**config.mk**
```make
export PLATFORM = sky130hd
export DESIGN_NAME = dsp_mac_sequencer
export DESIGN_NICKNAME = d
export VERILOG_FILES = /design/src/rtl/dsp_pkg.sv /design/src/rtl/shift_pipe.sv /design/src/rtl/dsp_mac_sequencer.sv
export SDC_FILE = /design/constraint.sdc
export NUM_CORES = 1
export LEC_CHECK = 0
export CAP_MARGIN = 20
export CORE_UTILIZATION = 39
export CTS_CLUSTER_DIAMETER = 30
export CTS_CLUSTER_SIZE = 14
export DETAILED_ROUTE_END_ITERATION = 7
export PLACE_DENSITY_LB_ADDON = 0.12
export SLEW_MARGIN = 20
export SYNTH_ARGS = -nofsm -noshare
export SYNTH_HDL_FRONTEND = slang
export SYNTH_SLANG_ARGS = --single-unit
```
**constraint.sdc**
```tcl
create_clock -name CLK -period 2.9 [get_ports CLK]
set_input_delay 0.58 -clock CLK [delete_from_list [all_inputs] [get_ports CLK]]
set_output_delay 0.58 -clock CLK [all_outputs]
set_load 0.01 [all_outputs]
```
**src/rtl/dsp_pkg.sv**
```systemverilog
// Shared constants and types for the DSP48A1 MAC sequencer.
package dsp_pkg;

  // OPMODE encodings: X mux = M, Z mux = 0 (load) or P (accumulate).
  localparam logic [7:0] OPM_MUL_LOAD = 8'h01;
  localparam logic [7:0] OPM_MUL_ACC  = 8'h09;
  localparam logic [7:0] OPM_IDLE     = 8'h00;

  // A1/B1 register + MREG + PREG for the targeted slice configuration.
  localparam int DSP48A1_PIPE_LAT = 3;

  typedef enum logic [1:0] {
    IDLE,
    RUN,
    DRAIN,
    DONE
  } seq_state_t;

endpackage

```
**src/rtl/shift_pipe.sv**
```systemverilog
// Asynchronously reset delay line; taps[i*WIDTH +: WIDTH] is din delayed by i+1 cycles.
module shift_pipe #(
  parameter int DEPTH = 2,
  parameter int WIDTH = 2
) (
  input  logic                   CLK,
  input  logic                   RST,
  input  logic [WIDTH-1:0]       din,
  output logic [DEPTH*WIDTH-1:0] taps
);

  logic [DEPTH-1:0][WIDTH-1:0] stage_reg;

  // Shift din through DEPTH stages; reset empties the line immediately.
  always_ff @(posedge CLK or posedge RST) begin
    if (RST) begin
      stage_reg <= '0;
    end else begin
      stage_reg[0] <= din;
      for (int i = 1; i < DEPTH; i++) begin
        stage_reg[i] <= stage_reg[i-1];
      end
    end
  end

  assign taps = stage_reg;

endmodule

```
**src/rtl/dsp_mac_sequencer.sv**
```systemverilog
// Drives a DSP48A1 slice as a dot-product engine: issues operand beats, aligns
// OPMODE/CEP with the slice pipeline and captures the accumulated P.
module dsp_mac_sequencer
  import dsp_pkg::*;
#(
  parameter int A_WIDTH      = 18,
  parameter int B_WIDTH      = 18,
  parameter int P_WIDTH      = 48,
  parameter int OPMODE_WIDTH = 8,
  parameter int CNT_WIDTH    = 8,
  parameter int PIPE_LAT     = DSP48A1_PIPE_LAT
) (
  input  logic                    CLK,
  input  logic                    RST,
  input  logic                    in_valid,
  output logic                    in_ready,
  input  logic [A_WIDTH-1:0]      in_a,
  input  logic [B_WIDTH-1:0]      in_b,
  input  logic                    in_last,
  output logic [A_WIDTH-1:0]      dsp_a,
  output logic [B_WIDTH-1:0]      dsp_b,
  output logic                    dsp_cea,
  output logic                    dsp_ceb,
  output logic                    dsp_cem,
  output logic                    dsp_cep,
  output logic [OPMODE_WIDTH-1:0] dsp_opmode,
  input  logic [P_WIDTH-1:0]      dsp_p,
  output logic [P_WIDTH-1:0]      res_p,
  output logic [CNT_WIDTH-1:0]    res_count,
  output logic                    res_ovf,
  output logic                    res_valid,
  input  logic                    res_ready
);

  localparam int PIPE_DEPTH = PIPE_LAT - 1;

  seq_state_t state_reg, state_next;
  logic [CNT_WIDTH-1:0]    drain_cnt_reg;
  logic                    fire;
  logic                    first;
  logic                    capture;
  logic [2*PIPE_DEPTH-1:0] pipe_taps;
  logic [1:0]              tap_op;
  logic                    pipe_unused;

  assign fire    = in_valid & in_ready;
  assign first   = fire & (state_reg == IDLE);
  assign capture = (state_reg == DRAIN) && (drain_cnt_reg == CNT_WIDTH'(PIPE_LAT));

  // Operands go straight to the slice; its A1/B1 registers do the capture.
  assign dsp_a   = in_a;
  assign dsp_b   = in_b;
  assign dsp_cea = fire;
  assign dsp_ceb = fire;

  // FSM state register.
  always_ff @(posedge CLK or posedge RST) begin
    if (RST) state_reg <= IDLE;
    else     state_reg <= state_next;
  end

  // FSM next state and input-side ready.
  always_comb begin
    state_next = state_reg;
    in_ready   = 1'b0;
    case (state_reg)
      IDLE: begin
        in_ready = 1'b1;
        if (in_valid) state_next = in_last ? DRAIN : RUN;
      end
      RUN: begin
        in_ready = 1'b1;
        if (in_valid && in_last) state_next = DRAIN;
      end
      DRAIN: begin
        if (capture) state_next = DONE;
      end
      DONE: begin
        if (res_valid && res_ready) state_next = IDLE;
      end
      default: state_next = IDLE;
    endcase
  end

  // Counts cycles since the last beat fired; reads 1 in the cycle after it.
  always_ff @(posedge CLK or posedge RST) begin
    if (RST) begin
      drain_cnt_reg <= '0;
    end else if (fire && in_last) begin
      drain_cnt_reg <= CNT_WIDTH'(1);
    end else if (state_reg == DRAIN && !capture) begin
      drain_cnt_reg <= drain_cnt_reg + CNT_WIDTH'(1);
    end
  end

  // Beat counter: restarts on the first beat, saturates and flags overflow.
  always_ff @(posedge CLK or posedge RST) begin
    if (RST) begin
      res_count <= '0;
      res_ovf   <= 1'b0;
    end else if (fire) begin
      if (state_reg == IDLE) begin
        res_count <= CNT_WIDTH'(1);
        res_ovf   <= 1'b0;
      end else if (res_count == '1) begin
        res_ovf <= 1'b1;
      end else begin
        res_count <= res_count + CNT_WIDTH'(1);
      end
    end
  end

  // Result capture once P holds the last product, then the result handshake.
  always_ff @(posedge CLK or posedge RST) begin
    if (RST) begin
      res_p     <= '0;
      res_valid <= 1'b0;
    end else if (capture) begin
      res_p     <= dsp_p;
      res_valid <= 1'b1;
    end else if (res_valid && res_ready) begin
      res_valid <= 1'b0;
    end
  end

  // M register is always enabled once out of reset.
  always_ff @(posedge CLK or posedge RST) begin
    if (RST) dsp_cem <= 1'b0;
    else     dsp_cem <= 1'b1;
  end

  // Delay line carrying {fire, first} to line up OPMODE and CEP with the slice.
  shift_pipe #(
    .DEPTH(PIPE_DEPTH),
    .WIDTH(2)
  ) u_pipe (
    .CLK (CLK),
    .RST (RST),
    .din ({fire, first}),
    .taps(pipe_taps)
  );

  assign tap_op  = pipe_taps[1:0];
  assign dsp_cep = pipe_taps[(PIPE_DEPTH-1)*2 + 1];
  assign dsp_opmode = !tap_op[1] ? OPMODE_WIDTH'(OPM_IDLE)
                    : tap_op[0]  ? OPMODE_WIDTH'(OPM_MUL_LOAD)
                                 : OPMODE_WIDTH'(OPM_MUL_ACC);

  // The first flag at the later taps travels along but is not needed there.
  assign pipe_unused = &{1'b0, pipe_taps};

endmodule

```
==> run_results.csv <==
group,metric,value,unit
outcome,outcome,"completed",
floorplan,coreArea,0.008678,mm²
routing,ant_nets,0,
finish,drive_gt1_share,19.57,%
global_route,grt_pass1_wl,10.46,mm
worst_setup_path,cp.required,2.32,ns
clock_tree,htree_num_levels,3,
global_route,grt_pass1_vias,2159,
routing,drtPass1Iterations,4,
floorplan,die-area,0.009271,mm²
worst_setup_path,r2r_cells,6,
placed_design,dp.cells,461,
worst_setup_path,worstSetupPathType,"reg -> out",
global_route,grt_max_degree,73,
synth,ys_top_cells_by_count,"dfrtp_1 (72), buf_4 (44), mux2_2 (39)",
worst_setup_path,regToRegEndpoint,"res_p[5]$_DFFE_PP0P_",
sta,fin_crit_sh,85.68,%
floorplan,rows,34,
finish,area_growth,33.89,%
placed_design,dp_hpwl,4.710,mm
power_and_ir_drop,worst_ir_drop_vdd,399.0,µV
synth,ys_seq_area_share,51.97,%
synth,synthTopCellsByArea,"dfrtp_1 (52%), mux2_2 (13%), buf_4 (9.5%)",
worst_setup_path,path_max_fanout,5,
sta,layout_min_cycle_time,2.485,ns
synth,synth.avg_cell_area,12.47,µm²
power_and_ir_drop,leakagePower,0.002043,µW
synth,async_flop_share,100.0,%
floorplan,die_y,96.29,µm
global_route,grt_overflow,0,
worst_setup_path,critical_path.cell_chain,"inv_1, ha_1, or2_2, clkdlybuf4s50_1",
sta,fin_hold_ws,0.4185,ns
worst_setup_path,crit_buf_inv,2,
sta,finalSetupTns,0,ns
synth,synth_most_common_cell,"dfrtp_1",
clock_tree,post_cts_buffers,0,
worst_setup_path,r2r_start,"drain_cnt_reg[0]$_DFFE_PP0P_",
min_path,hold_path.startpoint,"u_pipe.taps[1]$_DFF_PP0_",
clock_tree,cts_tree,"yes",
worst_setup_path,cp.depth,4,
sta,tightest_slew,0.6581,ns
min_path,hold_class,"reg -> reg",
sta,fin_worst_skew,0.01239,ns
synth,synth.distinct_cells,39,
global_route,grt_use_total,15.03,%
routing,drc,0,
synth,synthCells,278,
finish,n_antenna_cell,0,
worst_setup_path,max_stage_delay,0.48,ns
flow_run,maxCapViolations,0,
finish,largest_register_ff_count,48,
synth,yosysTopAreaCell,"dfrtp_1",
sta,setup_viol,0,
clock_tree,numCtsBuffers,9,
routing,drt_wl_total,6.785,mm
sta,rsz0062_at_grt,"false",
finish,finalNetCount,459,
clock_tree,cts_hold_buf,0,
min_path,hold-path-endpoint,"u_pipe.taps[3]$_DFF_PP0_",
global_route,antenna_found_initial,0,
synth,synth_edf_count,0,
finish,final_cells,476,
floorplan,initial_core_util,39.95,%
sta,maxSlewHeadroom,56.13,%
synth,yosys_warnings,0,
sta,hold_viol,0,
worst_setup_path,end_kind,"output port",
placed_design,io_buffers,117,
min_path,min_path_cells,0,
floorplan,io_pins,196,
worst_setup_path,critPathArrivalTime,1.90,ns
clock_tree,clock_path_buffers,2,
routing,wl_per_cell,14.25,µm
sta,slew_viol_final,0,
power_and_ir_drop,power.density,981.5,mW/mm²
worst_setup_path,r2r_setup_slack,0.67,ns
clock_tree,clk_pin_slew_worst_paths,0.08,ns
placed_design,routabilityCongestion,0.8137,
clock_tree,root_buffer,"clkbuf_8",
synth,synthesis.area,0.003467,mm²
clock_tree,numClockSinks,72,
synth,yosysTopAreaCellShare,51.97,%
routing,drt_iter0_markers,71,
routing,num_vias,2314,
routing,vias_per_cell,4.861,
clock_tree,clk_latency,0.34,ns
worst_setup_path,cp_slowest_cell,"clkdlybuf4s50_1",
sta,fmax,402.5,MHz
worst_setup_path,critPathLaunchType,"flip-flop",
floorplan,chipWidth,96.29,µm
synth,synth_top_flop_cell,"dfrtp_1",
synth,synth.ff_latch_count,72,
clock_tree,cts_resized,0,
worst_setup_path,critical-path-top-delay-family,"buffers and inverters",
[through the flow]
stage               util (%)  instance area, µm²  total power (µW)  setup slack [ns]
floorplan                  -                3486              2847            0.4951
global placement       51.43                4463              3821            0.5712
detailed placement     51.43                4463              3857            0.5578
CTS                    53.49                4642              4632            0.3829
global route           53.49                4642              4879            0.3031
finish                 53.49                4642              4556            0.4153
[worst register-to-register path: stages (launching register included)]
cell	delay, ns
dfrtp_1	0.43
ha_1	0.24
or4b_4	0.52
nor4_4	0.16
nand2_2	0.06
buf_4	0.33
mux2_4	0.39
[power by group]
part | switching, µW | internal (µW)
sequential | 253 | 1430
clock | 352 | 394
combinational | 808 | 1320
total | 1410 | 3140
[layout by cell type (no fill, tap or decap), types with 3 or more instances in the layout]
cell	n
clkdlybuf4s50_1	117
dfrtp_1	72
mux2_2	39
nand2_1	11
nor2_1	10
inv_1	10
mux2_4	9
clkbuf_8	9
nand3_1	8
xor2_1	7
o21ai_0	7
conb_1	7
mux2i_1	6
ha_1	6
o21a_1	4
nand4_1	4
buf_4	4
and4_1	3
and3_1	3
clkbuf_1	3
[worst max path at each step]
stage | from | endpoint | slack, ns
2_1_floorplan | RST | drain_cnt_reg[0]$_DFFE_PP0P_ | 0.50
3_3_place_gp | in_valid | dsp_ceb | 0.57
3_5_place_dp | in_valid | dsp_ceb | 0.56
4_1_cts | state_reg[0]$_DFFE_PP0P_ | in_ready | 0.38
5_1_grt | state_reg[1]$_DFFE_PP0P_ | dsp_ceb | 0.30
6_report | state_reg[0]$_DFFE_PP0P_ | in_ready | 0.42
[final cells by class]
class,count,area (µm²)
Clock buffer,12,135.1
Multi-Input combinational cell,148,1264
Clock inverter,3,43.79
Inverter,11,41.29
Sequential cell,72,1802
Tap cell,108,135.1
Fill cell,774,4036
Timing Repair Buffer,122,1221
[metal layers]
layer	GRT usage, %	routed length (µm)
met2	21.51	2917
met1	19.23	2937
met3	7.267	806
met4	6.343	124
met5	0	0
[kinds of logic after synthesis]
family | after synthesis | share of synthesized area (%)
AND/OR/NAND/NOR | 51 | 8.337
adder cells (fa/ha/maj) | 6 | 2.165
other | 2 | 0.2166
flip-flops | 72 | 51.97
AO/OA/AOI/OAI | 23 | 5.125
XOR/XNOR | 7 | 1.768
multiplexers | 54 | 18.30
buffers and inverters | 63 | 12.13
(Power assumes the default switching activity.)
